<file path="src/rtl/popcount_pipe.sv">
// popcount_pipe
//
// Purpose
//   Three-stage pipelined population count with valid/ready handshaking on
//   both sides:
//     S0  captures the input word and its last flag
//     S1  counts the set bits of each CHUNK-bit slice of the word
//     S2  sums the chunk counts and registers every output
//   A stall at the output ripples back through the stage chain within the
//   same cycle. An empty stage always loads, so bubbles never block traffic.
//
// Build option
//   POPCNT_ACC_EN  When defined, a running saturating burst total is kept
//                  in acc/sat. A beat with last = 1 closes the burst.
//                  When undefined, no accumulator is built: out_sum is
//                  out_cnt zero-extended and out_sat is constant 0.
//                  The port list is the same in both builds.
//
// Parameters
//   WIDTH  input word width, a multiple of CHUNK                (default 32)
//   CHUNK  bits counted per S1 chunk counter, 2..16              (default 8)
//   ACC_W  width of out_sum, at least $clog2(WIDTH+1)           (default 16)
//
// Ports
//   clk        in   rising-edge clock
//   rst_n      in   asynchronous active-low reset
//   in_valid   in   input beat valid
//   in_ready   out  a beat can be accepted this cycle (combinational from out_ready)
//   in_data    in   WIDTH-bit word to count
//   in_last    in   beat closes an accumulation burst
//   out_valid  out  result valid
//   out_ready  in   downstream accepts the result
//   out_cnt    out  popcount of the beat, $clog2(WIDTH+1) bits
//   out_sum    out  burst running sum (or out_cnt when accumulation is off)
//   out_last   out  in_last of the beat, delayed through the pipe
//   out_sat    out  burst total has saturated (0 when accumulation is off)

module popcount_pipe #(
    parameter int WIDTH = 32,
    parameter int CHUNK = 8,
    parameter int ACC_W = 16
) (
    input  logic                       clk,
    input  logic                       rst_n,
    input  logic                       in_valid,
    output logic                       in_ready,
    input  logic [WIDTH-1:0]           in_data,
    input  logic                       in_last,
    output logic                       out_valid,
    input  logic                       out_ready,
    output logic [$clog2(WIDTH+1)-1:0] out_cnt,
    output logic [ACC_W-1:0]           out_sum,
    output logic                       out_last,
    output logic                       out_sat
);

    localparam int CNT_W = $clog2(WIDTH + 1);
    localparam int NCH   = WIDTH / CHUNK;
    localparam int CC_W  = $clog2(CHUNK + 1);

    // ------------------------------------------------------------------
    // Stage valid bits and load enables
    // ------------------------------------------------------------------
    logic v0;
    logic v1;
    logic v2;
    logic ld0;
    logic ld1;
    logic ld2;

    // Each stage loads when it is empty or when the stage after it is
    // loading; the chain runs from out_ready back to in_ready in one cycle.
    assign ld2      = !v2 || out_ready;
    assign ld1      = !v1 || ld2;
    assign ld0      = !v0 || ld1;
    assign in_ready = ld0;

    // ------------------------------------------------------------------
    // S0: input capture
    // ------------------------------------------------------------------
    logic [WIDTH-1:0] s0_data;
    logic             s0_last;

    // Data is written only for real beats, so a bubble entering S0 leaves
    // the previous word in place.
    always_ff @(posedge clk or negedge rst_n) begin
        if (!rst_n) begin
            v0      <= 1'b0;
            s0_data <= '0;
            s0_last <= 1'b0;
        end else if (ld0) begin
            v0 <= in_valid;
            if (in_valid) begin
                s0_data <= in_data;
                s0_last <= in_last;
            end
        end
    end

    // ------------------------------------------------------------------
    // S1: per-chunk counts
    // ------------------------------------------------------------------
    logic [CC_W-1:0] chunk_cnt [NCH];
    logic [CC_W-1:0] s1_cnt    [NCH];
    logic            s1_last;

    always_comb begin
        for (int c = 0; c < NCH; c++) begin
            chunk_cnt[c] = '0;
            for (int b = 0; b < CHUNK; b++) begin
                chunk_cnt[c] = chunk_cnt[c] + CC_W'(s0_data[c*CHUNK + b]);
            end
        end
    end

    always_ff @(posedge clk or negedge rst_n) begin
        if (!rst_n) begin
            v1      <= 1'b0;
            s1_last <= 1'b0;
            for (int c = 0; c < NCH; c++) begin
                s1_cnt[c] <= '0;
            end
        end else if (ld1) begin
            v1 <= v0;
            if (v0) begin
                s1_last <= s0_last;
                for (int c = 0; c < NCH; c++) begin
                    s1_cnt[c] <= chunk_cnt[c];
                end
            end
        end
    end

    // ------------------------------------------------------------------
    // S2: chunk sum and output registers
    // ------------------------------------------------------------------
    logic [CNT_W-1:0] cnt_sum;
    logic [CNT_W-1:0] out_cnt_r;
    logic             out_last_r;

    // The sum of all chunk counts is at most WIDTH, so CNT_W bits never
    // overflow.
    always_comb begin
        cnt_sum = '0;
        for (int c = 0; c < NCH; c++) begin
            cnt_sum = cnt_sum + CNT_W'(s1_cnt[c]);
        end
    end

    always_ff @(posedge clk or negedge rst_n) begin
        if (!rst_n) begin
            v2         <= 1'b0;
            out_cnt_r  <= '0;
            out_last_r <= 1'b0;
        end else if (ld2) begin
            v2 <= v1;
            if (v1) begin
                out_cnt_r  <= cnt_sum;
                out_last_r <= s1_last;
            end
        end
    end

    assign out_valid = v2;
    assign out_cnt   = out_cnt_r;
    assign out_last  = out_last_r;

`ifdef POPCNT_ACC_EN
    // ------------------------------------------------------------------
    // Burst accumulator
    // ------------------------------------------------------------------
    logic [ACC_W-1:0] acc;
    logic             sat;
    logic [ACC_W:0]   cnt_ext;
    logic [ACC_W:0]   acc_total;
    logic             acc_over;
    logic [ACC_W-1:0] sum_next;
    logic             sat_next;
    logic [ACC_W-1:0] out_sum_r;
    logic             out_sat_r;

    // The add is one bit wider than acc. The carry only flags saturation
    // and is never stored.
    always_comb begin
        cnt_ext               = '0;
        cnt_ext[CNT_W-1:0]    = cnt_sum;
        acc_total             = {1'b0, acc} + cnt_ext;
        acc_over              = acc_total[ACC_W];
        sum_next              = acc_over ? {ACC_W{1'b1}} : acc_total[ACC_W-1:0];
        sat_next              = sat || acc_over;
    end

    // A closing beat still reports its own total on the outputs, while the
    // running state restarts from zero for the next burst.
    always_ff @(posedge clk or negedge rst_n) begin
        if (!rst_n) begin
            acc       <= '0;
            sat       <= 1'b0;
            out_sum_r <= '0;
            out_sat_r <= 1'b0;
        end else if (ld2 && v1) begin
            out_sum_r <= sum_next;
            out_sat_r <= sat_next;
            if (s1_last) begin
                acc <= '0;
                sat <= 1'b0;
            end else begin
                acc <= sum_next;
                sat <= sat_next;
            end
        end
    end

    assign out_sum = out_sum_r;
    assign out_sat = out_sat_r;
`else
    // ------------------------------------------------------------------
    // No accumulator: out_sum mirrors the beat count
    // ------------------------------------------------------------------
    logic [ACC_W-1:0] sum_ext;

    always_comb begin
        sum_ext            = '0;
        sum_ext[CNT_W-1:0] = out_cnt_r;
    end

    assign out_sum = sum_ext;
    assign out_sat = 1'b0;
`endif

endmodule

</file>
<file path="config.mk">
export PLATFORM = sky130hd
export DESIGN_NAME = popcount_pipe
export DESIGN_NICKNAME = d
export VERILOG_FILES = /design/src/rtl/popcount_pipe.sv
export SDC_FILE = /design/constraint.sdc
export NUM_CORES = 1
export LEC_CHECK = 0
export BUFFER_PORTS_ARGS = -buffer_cell sky130_fd_sc_hd__clkbuf_2
export CORE_MARGIN = 2
export CORE_UTILIZATION = 50
export CTS_CLUSTER_SIZE = 40
export DETAILED_ROUTE_END_ITERATION = 8
export PLACE_DENSITY = 0.73
export SETUP_SLACK_MARGIN = 0.1
export SLEW_MARGIN = 10
export SYNTH_ARGS = -nofsm -noshare
export SYNTH_HDL_FRONTEND = slang
export SYNTH_SLANG_ARGS = --single-unit
</file>
<file path="constraint.sdc">
create_clock -name clk -period 8.3 [get_ports clk]
set_input_delay 0.415 -clock clk [delete_from_list [all_inputs] [get_ports clk]]
set_output_delay 0.415 -clock clk [all_outputs]
set_load 0.005 [all_outputs]
</file>
==> metrics.yaml <==
sta:
  skew_ns: 0.008310
  rsz0062_at_grt: "no"
  final_max_slew_viol_count: 0
  setup_viol: 0
  timing.fmax_ghz: 0.3425
  tightest_slew_ns: 0.7447
  hold_viol_final: 0
  slew_headroom_pct: 50.36
  finalSetupTns_ns: 0
  period_minus_slack_ns: 2.920
  timing.final.ws_setup_ns: 5.380
  whs_ns: 0.2214
  finalCritPeriodShare_pct: 35.18
clock_tree:
  insertion_delay_ns: 0.33
  cts_made_buffers: 9
  cts-root-buf: "clkbuf_8"
  postCtsSetupRepairBufs: 0
  ctsHoldBuffers: 0
  h-tree-depth: 3
  clk_pin_slew_worst_paths_ns: 0.07
  cts_buffer_depth: 2
  cts_sinks: 60
  post_cts_resized: 0
  cts_tree: "built"
floorplan:
  ioPinCount: 63
  core_area_um2: 6869
  start_util_pct: 52.04
  dieArea_um2: 7842
  dieHeight_um: 88.56
  die_x_um: 88.56
  rows: 30
global_routing:
  grtUsageTotal_pct: 15.32
  grt_pass1_wl_mm: 8.970
  grt_pass1_vias: 2001
  grt_max_degree: 61
  antenna_found_initial: 0
  grt-ovfl-total: 0
routing:
  vias_per_cell: 4.561
  dr.pass1.iters: 4
  route.vias.total: 1943
  drc: 0
  wirelength_mm: 5.230
  dr.first_iter.drc_count: 71
  ant_nets: 0
  wl_per_cell_um: 12.28
placement:
  place_hpwl_mm: 3.933
  pre_cts_ws_ns: 5.380
  port_buffers: 51
  globalplace.congestion: 0.7405
power_and_ir_drop:
  clkPwrFrac_pct: 20.2
  power_mw: 1.428
  power.density_nw_per_um2: 355.9
  p_leak_nw: 2.189
  power_frac_comb_pct: 50.1
  seqPwrFrac_pct: 29.7
  p_int_mw: 0.9165
  swShare_pct: 35.82
  ir_worst_vdd_uv: 129.3
  switching_power_mw: 0.5115
yosys:
  synth-seq-cells: 60
  synth_edf_count: 0
  netlist.top_cell.by_area: "dfrtp_1"
  netlist_top_cells_count: "61 x inv_1, 60 x dfrtp_1, 30 x mux2_4, 24 x fa_1"
  synth_area_leaders: "dfrtp_1 42%, fa_1 13%, mux2_4 13%, inv_1 6.4%, ha_1 6.0%"
  syn_inst: 273
  synthArstFlopShare_pct: 100.0
  synth_top_area_share_pct: 42.00
  ys.flop_type: "dfrtp_1"
  syn_area_um2: 3575
  ys_types: 27
  ys_seq_area_share_pct: 42.00
  yosysMostFrequentCell: "inv_1"
  synth_area_per_cell_um2: 13.09
  ys.warnings.count: 0
critical_path:
  cpMaxStageDelayCell: "fa_1"
  path_class: "reg -> reg"
  cp_max_fo: 2
  crit_required_ns: 8.49
  r2r_start: "s0_data[16]"
  start_kind: "flop"
  reg2reg_slack_ns: 5.38
  crit_chain: "fa_1 > inv_1 > fa_1 > fa_1 > inv_1 > ha_1 > inv_1 > fa_1 > xor2_1 > mux2i_1"
  regToRegEndpoint: "s1_cnt[6]"
  crit_top_cell: "fa_1"
  r2r_cells: 10
  critPathMaxStageDelay_ns: 0.53
  crit_arrival_ns: 3.11
  cp-end-kind: "flop"
cells_and_area:
  layout-drive-gt1-share_pct: 34.24
  antenna_cells: 0
  final_nets: 403
  area.growth.synth_to_final_pct: 12.25
worst_hold_path:
  hp-class: "in -> async"
status:
  status: "complete, no violations"
run:
  drv_cap: 0
[per-stage QoR]
| stage | cells | util, % | instance area (um2) |
|---|---|---|---|
| 2_1_floorplan | 283 | - | 3612 |
| 3_3_place_gp | 410 | 55.26 | 3796 |
| 3_5_place_dp | 410 | 55.26 | 3796 |
| 4_1_cts | 426 | 58.42 | 4013 |
| 5_1_grt | 426 | 58.42 | 4013 |
| 6_report | 426 | 58.42 | 4013 |
[logic make-up (layout without fill, tap and decap cells)]
| group | count (synthesis) | count (layout) | synth area share, % |
|---|---|---|---|
| muxes | 54 | 54 | 19.78 |
| and+or+nand+nor | 16 | 16 | 3.150 |
| other | 1 | 11 | 0.1049 |
| adders and majority gates | 41 | 41 | 19.39 |
| buffers and inverters | 82 | 129 | 11.97 |
| xor gates and xnor gates | 5 | 5 | 1.225 |
| AOI/OAI and AO/OA | 14 | 14 | 2.380 |
| DFF | 60 | 60 | 42.00 |
[critical path: cells and delay by family (launching register included)]
family	cells	cell delay, ns
buffers and inverters	3	0.17
flip-flops	1	0.40
XOR/XNOR	1	0.16
adder cells (fa/ha/maj)	5	1.97
multiplexers	1	0.09
[cell usage in the layout (no fill, tap or decap)]
| cell type | n |
|---|---|
| clkbuf_2 | 51 |
| nand3_1 | 1 |
| o31ai_1 | 1 |
| nand2_4 | 1 |
| mux2_4 | 30 |
| nor2b_1 | 2 |
| dfrtp_1 | 60 |
| mux2i_1 | 11 |
| nand2_1 | 5 |
| clkbuf_8 | 10 |
| nand2b_1 | 3 |
| ha_1 | 17 |
| a21oi_1 | 3 |
| clkinv_2 | 3 |
| and3b_1 | 1 |
| a21boi_0 | 1 |
| inv_1 | 61 |
| mux2_2 | 13 |
| fa_1 | 24 |
| a21o_1 | 4 |
| conb_1 | 11 |
| xnor2_1 | 1 |
| buf_4 | 1 |
| nand3b_1 | 1 |
| bufinv_16 | 2 |
| xor2_1 | 4 |
| nand2_2 | 1 |
| clkbuf_1 | 1 |
| nand4b_4 | 1 |
| o21ai_0 | 5 |
[routing by layer]
metal  share of wire (%)  track usage (%)  vias to the layer above  routed length (um)
met4                 2.2            7.851                        0                 115
li1                    -                -                      932                   -
met1                  44            20.04                      954                2321
met5                   0                0                        -                   0
met3                 3.9            2.799                       10                 206
met2                  49            24.61                       47                2586
[worst max path at each step]
stage | start | to | slack (ns) | depth (start not counted)
floorplan | s0_data[16] | s1_cnt[6] | 5.52 | 10
global placement | s0_data[16] | s1_cnt[6] | 5.45 | 10
detailed placement | s0_data[16] | s1_cnt[6] | 5.38 | 10
CTS | s0_data[16] | s1_cnt[6] | 5.35 | 10
global route | s0_data[16] | s1_cnt[6] | 5.21 | 10
finish | s0_data[16] | s1_cnt[6] | 5.38 | 10
[power groups by stage]
| stage | clock network (mW) | logic, mW | registers (mW) |
|---|---|---|---|
| after floorplan | 0 | 0.585 | 0.417 |
| after global placement | 0 | 0.699 | 0.426 |
| after detailed placement | 0 | 0.726 | 0.429 |
| after CTS | 0.294 | 0.733 | 0.424 |
| after global routing | 0.306 | 0.837 | 0.434 |
| final | 0.289 | 0.716 | 0.424 |
[state kept, by name (all words and copies together), names as in the netlist]
| signal | count |
|---|---|
| v1 | 1 |
| out_last | 1 |
| s0_last | 1 |
| out_cnt | 6 |
| out_valid | 1 |
| s1_cnt | 16 |
| s1_last | 1 |
| s0_data | 32 |
| v0 | 1 |
[area by class of cell]
class | count | area (um2)
Clock inverter | 5 | 75.07
Tap cell | 96 | 120.1
Timing Repair Buffer | 52 | 262.8
Inverter | 61 | 229.0
Multi-Input combinational cell | 141 | 1683
Fill cell | 560 | 2856
Clock buffer | 11 | 141.4
Sequential cell | 60 | 1501
No activity file was read; power rests on OpenSTA's default activity.
